**src/rtl/ysyx_24110026_core_seq_pkg.sv**
```systemverilog
// ysyx_24110026_core_seq_pkg: shared state encoding and defaults for the core sequencer.
//   state_t        sequencer states, FETCH through HALT
//   RESET_PC_DEF   PC value loaded on reset
//   TIMEOUT_W_DEF  fetch-wait timer width
//   misaligned()   true when a jump target is not word aligned
package ysyx_24110026_core_seq_pkg;
    typedef enum logic [2:0] {
        S_FETCH, S_WAIT, S_EXEC, S_MREQ, S_MWAIT, S_WB, S_HALT
    } state_t;
    localparam logic [31:0] RESET_PC_DEF = 32'h8000_0000;
    localparam int TIMEOUT_W_DEF = 8;
    function automatic logic misaligned(input logic [31:0] addr);
        return addr[1:0] != 2'b00;
    endfunction
endpackage

```
**src/rtl/ysyx_24110026_core_seq_fetch_timer.sv**
```systemverilog
// ysyx_24110026_fetch_timer: counts instruction-fetch wait cycles and flags a timeout.
//   clk_i      core clock
//   rst_ni     asynchronous active-low reset
//   clear_i    restart the count from zero
//   inc_i      advance the count by one
//   expired_o  high during the (2**W-1)-th wait cycle since the last clear
module ysyx_24110026_fetch_timer #(
    parameter int W = 8
) (
    input  logic clk_i,
    input  logic rst_ni,
    input  logic clear_i,
    input  logic inc_i,
    output logic expired_o
);
    localparam logic [W-1:0] ONE = W'(1);
    logic [W-1:0] cnt_q;
    always_ff @(posedge clk_i or negedge rst_ni) begin
        if (!rst_ni) cnt_q <= '0;
        else if (clear_i) cnt_q <= '0;
        else if (inc_i) cnt_q <= cnt_q + ONE;
    end
    // The count reads k in the (k+1)-th wait cycle, so all-ones-minus-one marks the last allowed one.
    assign expired_o = cnt_q == ~ONE;
endmodule

```
**src/rtl/ysyx_24110026_core_seq.sv**
```systemverilog
// ysyx_24110026_core_seq: multi-cycle FETCH/WAIT/EXEC/MREQ/MWAIT/WB sequencer for the RV32E core.
//   clk, rst                      clock; asynchronous active-low reset
//   ifu_req_* / ifu_rsp_*         instruction fetch request (valid/ready/addr) and response (valid/inst/err)
//   inst                          latched instruction for the decoder
//   dec_mem, dec_wb, dec_ebreak   decoder flags for the latched instruction
//   br_taken, br_target           branch outcome, sampled in EXEC
//   lsu_req_valid/ready, lsu_rsp_valid   data access handshake
//   rf_wen, pc, pc_en             regfile write strobe, architectural PC and its update pulse
//   halt, trap, retired           halted flag, halt cause (1 fault, 0 ebreak), retired count
module ysyx_24110026_core_seq
    import ysyx_24110026_core_seq_pkg::*;
#(
    parameter logic [31:0] RESET_PC  = RESET_PC_DEF,
    parameter int          TIMEOUT_W = TIMEOUT_W_DEF
) (
    input  logic        clk,
    input  logic        rst,
    output logic        ifu_req_valid,
    input  logic        ifu_req_ready,
    output logic [31:0] ifu_req_addr,
    input  logic        ifu_rsp_valid,
    input  logic [31:0] ifu_rsp_inst,
    input  logic        ifu_rsp_err,
    output logic [31:0] inst,
    input  logic        dec_mem,
    input  logic        dec_wb,
    input  logic        dec_ebreak,
    input  logic        br_taken,
    input  logic [31:0] br_target,
    output logic        lsu_req_valid,
    input  logic        lsu_req_ready,
    input  logic        lsu_rsp_valid,
    output logic        rf_wen,
    output logic [31:0] pc,
    output logic        pc_en,
    output logic        halt,
    output logic        trap,
    output logic [31:0] retired
);
    state_t      state_q;
    logic [31:0] pc_q, npc_q, inst_q, retired_q;
    logic        trap_q, tmr_expired;

    ysyx_24110026_fetch_timer #(.W(TIMEOUT_W)) u_timer (
        .clk_i    (clk),
        .rst_ni   (rst),
        .clear_i  (state_q == S_FETCH),
        .inc_i    (state_q == S_WAIT),
        .expired_o(tmr_expired)
    );

    always_ff @(posedge clk or negedge rst) begin
        if (!rst) begin
            state_q   <= S_FETCH;
            pc_q      <= RESET_PC;
            npc_q     <= '0;
            inst_q    <= '0;
            retired_q <= '0;
            trap_q    <= 1'b0;
        end else begin
            case (state_q)
                S_FETCH: if (ifu_req_ready) state_q <= S_WAIT;
                S_WAIT: begin
                    // A response wins over a timeout that expires in the same cycle.
                    if (ifu_rsp_valid && !ifu_rsp_err) begin
                        inst_q  <= ifu_rsp_inst;
                        state_q <= S_EXEC;
                    end else if (ifu_rsp_valid || tmr_expired) begin
                        trap_q  <= 1'b1;
                        state_q <= S_HALT;
                    end
                end
                S_EXEC: begin
                    if (dec_ebreak) begin
                        trap_q  <= 1'b0;
                        state_q <= S_HALT;
                    end else if (br_taken && misaligned(br_target)) begin
                        trap_q  <= 1'b1;
                        state_q <= S_HALT;
                    end else begin
                        npc_q   <= br_taken ? br_target : pc_q + 32'd4;
                        state_q <= dec_mem ? S_MREQ : S_WB;
                    end
                end
                S_MREQ:  if (lsu_req_ready) state_q <= lsu_rsp_valid ? S_WB : S_MWAIT;
                S_MWAIT: if (lsu_rsp_valid) state_q <= S_WB;
                S_WB: begin
                    pc_q      <= npc_q;
                    retired_q <= retired_q + 32'd1;
                    state_q   <= S_FETCH;
                end
                default: state_q <= S_HALT;
            endcase
        end
    end

    // Request valids are gated by reset so they drop the moment reset asserts.
    assign ifu_req_valid = rst && state_q == S_FETCH;
    assign lsu_req_valid = rst && state_q == S_MREQ;
    assign ifu_req_addr  = pc_q;
    assign inst          = inst_q;
    assign rf_wen        = state_q == S_WB && dec_wb;
    assign pc            = pc_q;
    assign pc_en         = state_q == S_WB;
    assign halt          = state_q == S_HALT;
    assign trap          = trap_q;
    assign retired       = retired_q;
endmodule

```
**config.mk**
```make
export PLATFORM = sky130hd
export DESIGN_NAME = ysyx_24110026_core_seq
export DESIGN_NICKNAME = d
export VERILOG_FILES = /design/src/rtl/ysyx_24110026_core_seq_pkg.sv /design/src/rtl/ysyx_24110026_core_seq_fetch_timer.sv /design/src/rtl/ysyx_24110026_core_seq.sv
export SDC_FILE = /design/constraint.sdc
export NUM_CORES = 1
export LEC_CHECK = 0
export BUFFER_PORTS_ARGS = -buffer_cell sky130_fd_sc_hd__buf_2
export CORE_UTILIZATION = 45
export DETAILED_ROUTE_END_ITERATION = 10
export PLACE_DENSITY = 0.83
export SETUP_SLACK_MARGIN = 0.05
export SYNTH_ARGS = -nofsm -noshare
export SYNTH_HDL_FRONTEND = slang
export SYNTH_HIERARCHICAL = 1
export SYNTH_SLANG_ARGS = --single-unit
```
**constraint.sdc**
```tcl
create_clock -name clk -period 3.13 [get_ports clk]
set_input_delay 0.626 -clock clk [delete_from_list [all_inputs] [get_ports clk]]
set_output_delay 0.626 -clock clk [all_outputs]
set_load 0.05 [all_outputs]
```
==> results.yml, run 1 <==
sta:
  fin_ws_ps: 421
  layout_skew_ps: 12.0
  slew_headroom_pct: 42.9
  finalSetupViolations: 0
  timing_hold_violations_final: 0
  timing.fmax_mhz: 369
  sum_neg_setup_slack_ps: 0
  final_max_slew_viol_count: 0
  worstMarginPinSlew_ps: 856
  rsz0062_at_grt: "false"
  min_period_ps: 2710
  min_period_over_period_pct: 86.5
cells_and_area:
  mostFrequentLayoutCells: "207 x sky130_fd_sc_hd__buf_2, 139 x sky130_fd_sc_hd__dfrtp_1, 136 x sky130_fd_sc_hd__nand2_1"
  num-fill-cells: 1294
  post_route_cells_drive_above_1_share_pct: 33.8
  area.growth.synth_to_final_pct: 23.9
  nets: 932
  layout.cells.most_common: "sky130_fd_sc_hd__buf_2"
pwr:
  power_frac_comb_pct: 43.4
  p_sw_share_pct: 48.4
  pwr_density_cell_nw_per_um2: 1070
  power.sequential.fraction_pct: 34.0
  switching_power_mw: 4.35
  leak_pwr_nw: 4.37
  ir_worst_vdd_uv: 638
  clock_power_share_pct: 22.6
  internal_power_mw: 4.63
synthesis:
  seq_area_frac_synth_pct: 52.0
  synth-async-reset-ratio_pct: 100
  edff_count_synth: 0
  yosys_warnings: 6
  yosysUniqueCellTypes: 44
  synth_flop_cell: "sky130_fd_sc_hd__dfrtp_1"
  net_count_after_synthesis: 756
  yosys_reg_bits: 140
  synth.avg_cell_area_um2: 9.95
  syn_area_um2: 6740
  netlist_instances: 677
routing:
  route.top_layer_used: "met4"
  drtPass1Iterations: 5
  detail_route.wirelength_um: 16500
  drt-initial-drc-count: 407
  avgViaCountPerCell: 5.25
  detail_route.wl_per_cell_um: 15.7
  drc: 0
  route.met3.wl_um: 960
  vias: 5525
  wl_met1_um: 7200
  met2WireLength_um: 7970
  drtAntennaViolNets: 0
critical_path:
  cp_data_required_time_ps: 2500
  timing_worst_setup_path_type: "reg2out"
  critPathLaunchType: "register"
  setup.reg_to_reg.worst_slack_ps: 950
  critical_path_arrival_ps: 2080
  worstPathMaxFanout: 15
  kind_of_end_point_of_the_critical_path: "output pin"
placement:
  port_buffers: 208
  dp_hpwl_um: 11500
  gp_congestion: 0.781
  dp_slack_ps: 864
clock_network:
  clockRootBuffer: "sky130_fd_sc_hd__clkbuf_16"
  numClockSinks: 140
  cts-buffers-inserted: 17
  cts_tree: "yes"
  ctsLongestPathBuffers: 2
  clock_tree.htree_level_count: 4
  clkLatencyLatePin_ps: 420
  post_cts_resize_count: 0
  clkTransAtPathRegs_ps: 60
hold_path:
  worst_hold_path_type: "in2reg"
floorplan:
  io_pins: 209
  core_region_area_um2: 14600
  start_util_pct: 46.2
  row_count: 44
  floorplan.die_area_um2: 15500
  fp.dieW_um: 124
  die_h_um: 124
job:
  max_cap_violations: 0
global_route:
  grt_max_degree: 70
  grt_pass1_wl_um: 26800
  antenna_found_initial: 2
  overflow: 0
  gr-usage-all-layers_pct: 21.9
  grt_pass1_vias: 5313
run_status:
  run_status: "finished clean"
cell families (layout without fill, tap and decap cells):
group | count (synthesis) | in the layout | synth area share, %
DFF | 140 | 140 | 52.0
adders and majority gates | 4 | 4 | 0.743
other | 0 | 2 | 0
and+or+nand+nor | 284 | 284 | 20.9
AOI/OAI and AO/OA | 86 | 86 | 6.91
muxes | 33 | 33 | 5.50
buffers and inverters | 68 | 257 | 5.89
xor gates and xnor gates | 62 | 62 | 8.06
metrics by stage:
step | util (%) | hold slack (ps) | power [mW] | std cells | area (um2)
2_1_floorplan | - | 330 | 6.20 | 677 | 6740
4_1_cts | 57.2 | 415 | 9.03 | 1050 | 8350
6_report | 57.2 | 435 | 8.97 | 1052 | 8350
3_3_place_gp | 53.0 | 427 | 6.88 | 1017 | 7730
3_5_place_dp | 53.0 | 426 | 6.97 | 1017 | 7730
5_1_grt | 57.2 | 416 | 9.42 | 1051 | 8350
path summary, 6_finish.rpt:
| check | startpoint | end | cells past startpoint |
|---|---|---|---|
| min | ifu_rsp_inst[9] | inst[9] | 2 |
| min reg2reg | npc_q[3] | ifu_req_addr[3] | 2 |
| max in group asynchronous | rst | retired[8] | 3 |
| max | state_q[2] | rf_wen | 4 |
| max reg2reg | state_q[1] | npc_q[16] | 4 |
| min in group asynchronous | rst | u_timer/cnt_q[2] | 2 |
worst max-delay path, cell delays in order, from the launching register on:
cell and delay [ps]:
sky130_fd_sc_hd__dfrtp_1 700, sky130_fd_sc_hd__nand3b_1 160, sky130_fd_sc_hd__inv_1 340, sky130_fd_sc_hd__and2_1 200, sky130_fd_sc_hd__buf_2 260
synthesized netlist by cell type, drive strengths merged, types with 3 or more instances:
library cell | instances | share of area, %
o22ai | 11 | 1.0
nor3 | 9 | 0.74
mux2 | 32 | 5.3
nand4b | 3 | 0.61
xnor2 | 40 | 5.2
a21oi | 35 | 2.6
or3 | 3 | 0.28
clkbuf | 19 | 1.1
nand4 | 13 | 1.4
dfrtp | 139 | 52
nor2 | 40 | 2.2
and4 | 11 | 1.4
nor2b | 5 | 0.46
buf | 43 | 4.5
nor3b | 5 | 0.87
inv | 6 | 0.33
and2 | 7 | 0.65
nand2 | 136 | 7.6
xor2 | 22 | 2.9
ha | 4 | 0.74
and3 | 23 | 2.1
nand3 | 23 | 1.7
o21ai | 33 | 2.5
per-layer routing:
metal  vias to the layer above  track usage [%]
met5                         -                0
met4                         0             8.86
met3                        31             5.58
met2                       178             34.9
met1                      2692             28.4
li1                       2624                -
state kept, by name (all words and copies together) (netlist names):
| register | count |
|---|---|
| ifu_req_addr | 32 |
| inst | 32 |
| npc_q | 32 |
| retired | 32 |
| state_q | 3 |
| trap | 1 |
| u_timer/cnt_q | 8 |
repair_timing:
| action | in CTS | in global routing |
|---|---|---|
| hold buffers | 1 | 0 |
| hold endpoints to repair | 5 | 0 |
| setup buffers | 0 | 0 |
final cells by class:
cell class	count	area [um2]	share of cell area, %
clock buffer	18	439	5.26
inverter	6	22.5	0.270
clock inverter	14	161	1.93
multi-input combinational	469	2840	34.0
antenna	2	5.00	0.0599
sequential	140	3500	42.0
timing repair buffer	219	1140	13.7
tap	184	230	2.76
power groups by stage:
| stage | Combinational [mW] | Clock (mW) | Sequential, mW |
|---|---|---|---|
| 2_1_floorplan | 2.00 | 0 | 4.21 |
| 3_3_place_gp | 3.85 | 0 | 3.02 |
| 3_5_place_dp | 3.91 | 0 | 3.06 |
| 4_1_cts | 3.93 | 2.07 | 3.04 |
| 5_1_grt | 4.12 | 2.16 | 3.14 |
| 6_report | 3.90 | 2.03 | 3.05 |
(Power assumes the default switching activity.)
==> inputs of run 2 (changes only) <==
==> constraint.sdc (replaced) <==
create_clock -name clk -period 3.13 [get_ports clk]
set_input_delay 0.313 -clock clk [delete_from_list [all_inputs] [get_ports clk]]
set_output_delay 0.313 -clock clk [all_outputs]
set_load 0.05 [all_outputs]
==> results.yml, run 2 (synthesized netlist as in run 1, its figures left out) <==
pwr:
  ir_worst_vdd_uv: 623
  pwr_density_cell_nw_per_um2: 1090
  leak_pwr_nw: 4.38
sta:
  rsz0062_at_grt: "false"
  worstMarginPinSlew_ps: 804
  timing.fmax_mhz: 409
  timing_hold_violations_final: 0
  min_period_over_period_pct: 78.1
  finalSetupViolations: 0
  sum_neg_setup_slack_ps: 0
  min_period_ps: 2450
  layout_skew_ps: 8.44
  final_max_slew_viol_count: 0
  slew_headroom_pct: 46.4
critical_path:
  startpoint_of_the_most_critical_register_to_register_path: "state_q[1]"
  timing.critical_path.slowest_cell_delay_ps: 680
  worstPathMaxFanout: 35
  crit_path_cell_trace: "nand3b_1 > inv_1 > buf_4 > buf_2"
  kind_of_end_point_of_the_critical_path: "output pin"
  cp_data_required_time_ps: 2820
  timing.rr.end: "npc_q[23]"
  timing_worst_setup_path_type: "reg2out"
  critPathLaunchType: "register"
  setup.reg_to_reg.worst_slack_ps: 970
  critical_path.slowest_cell: "sky130_fd_sc_hd__dfrtp_1"
  r2r.worst_path.cells: 4
  critical_path_arrival_ps: 2130
floorplan:
  die_h_um: 124
  core_region_area_um2: 14600
  io_pins: 209
  floorplan.die_area_um2: 15500
  start_util_pct: 46.2
  row_count: 44
  fp.dieW_um: 124
placement:
  dp_hpwl_um: 11200
  gp_congestion: 0.807
  port_buffers: 208
  placed_cells: 1017
cells_and_area:
  nets: 932
  post_route_cells_drive_above_1_share_pct: 33.7
  layout.cells.most_common: "sky130_fd_sc_hd__buf_2"
  finalNonFillerCells: 1053
  mostFrequentLayoutCells: "207 x sky130_fd_sc_hd__buf_2, 139 x sky130_fd_sc_hd__dfrtp_1, 136 x sky130_fd_sc_hd__nand2_1"
  area.growth.synth_to_final_pct: 24.3
hold_path:
  worst_hold_path_type: "in2reg"
  hold-path-cell-count: 2
  worst_hold_path.endpoint: "inst[26]"
  worstHoldStart: "ifu_rsp_inst[26]"
run_status:
  run_status: "finished clean"
job:
  max_cap_violations: 0
clock_network:
  clkTransAtPathRegs_ps: 60
  post_cts_hold_buffer_count: 1
  cts_tree: "yes"
  post_cts_resize_count: 0
  clockRootBuffer: "sky130_fd_sc_hd__clkbuf_16"
  numClockSinks: 140
  cts_setup_buffers: 0
  ctsLongestPathBuffers: 2
  cts-buffers-inserted: 17
  clock_tree.htree_level_count: 4
  clkLatencyLatePin_ps: 420
global_route:
  gr-usage-all-layers_pct: 21.5
  grt_max_degree: 65
  grt_pass1_wl_um: 26500
  antenna_found_initial: 2
  grt_pass1_vias: 5217
  overflow: 0
routing:
  avgViaCountPerCell: 5.27
  drt-initial-drc-count: 450
  detail_route.wirelength_um: 16200
  drtPass1Iterations: 5
  detail_route.wl_per_cell_um: 15.4
  drtAntennaViolNets: 0
  drc: 0
  vias: 5547
==> run 2: cell count changes in the layout (fill, tap and decap cells not counted), sizes merged <==
cell | previous run | this run
bufinv | 2 | 4
clkinv | 6 | 2
clkinvlp | 2 | 1
diode | 2 | 3
inv | 10 | 13
==> run 2: through the flow <==
stage	instance area [um2]	utilization (%)	total power, mW	worst slack (ps)	hold WS (ps)
global route	8370	57.4	9.52	508	105
detailed placement	7720	52.9	6.95	966	169
floorplan	6740	-	6.20	1140	17.4
CTS	8370	57.3	9.14	668	104
global placement	7720	52.9	6.86	1050	170
finish	8370	57.4	9.09	685	121
==> run 2: area by class of cell <==
class	instances	area [um2]
fill	1236	6210
sequential	140	3500
multi-input combinational	469	2840
timing repair buffer	219	1130
clock buffer	18	429
tap	184	230
clock inverter	14	205
inverter	6	22.5
antenna	3	7.51
==> run 2: worst max-delay path, delay by kind of cell, from the launching register on <==
family        cells  cell delay, ps
buf+inv           3             880
flops             1             680
simple gates      1             160
==> run 2: power by group <==
group	total, mW	switching [mW]	leakage, nW	internal [mW]
Sequential	3.04	0.629	1.84	2.41
Combinational	3.89	2.88	2.23	1.00
Clock	2.17	0.815	0.309	1.35
Total	9.09	4.33	4.38	4.76
==> run 2: worst max path at each step <==
stage / startpoint / endpoint / slack (ps) / depth (start not counted)
after floorplan: ifu_req_addr[2] / npc_q[26] / 1140 / 6
after global placement: state_q[1] / npc_q[23] / 1050 / 4
after detailed placement: state_q[1] / npc_q[12] / 970 / 4
after CTS: state_q[2] / pc_en / 670 / 4
after global routing: state_q[2] / pc_en / 510 / 4
final: state_q[2] / pc_en / 680 / 4
==> run 2: metal layers <==
metal  wire length [um]  track usage, %  vias up  share of wire (%)
li1                   -               -     2622                  -
met1               6830            27.8     2697                 42
met2               7980            34.4      194                 49
met3                917            5.15       34                5.7
met4                441            9.64        0                2.7
met5                  0               0        -                  0
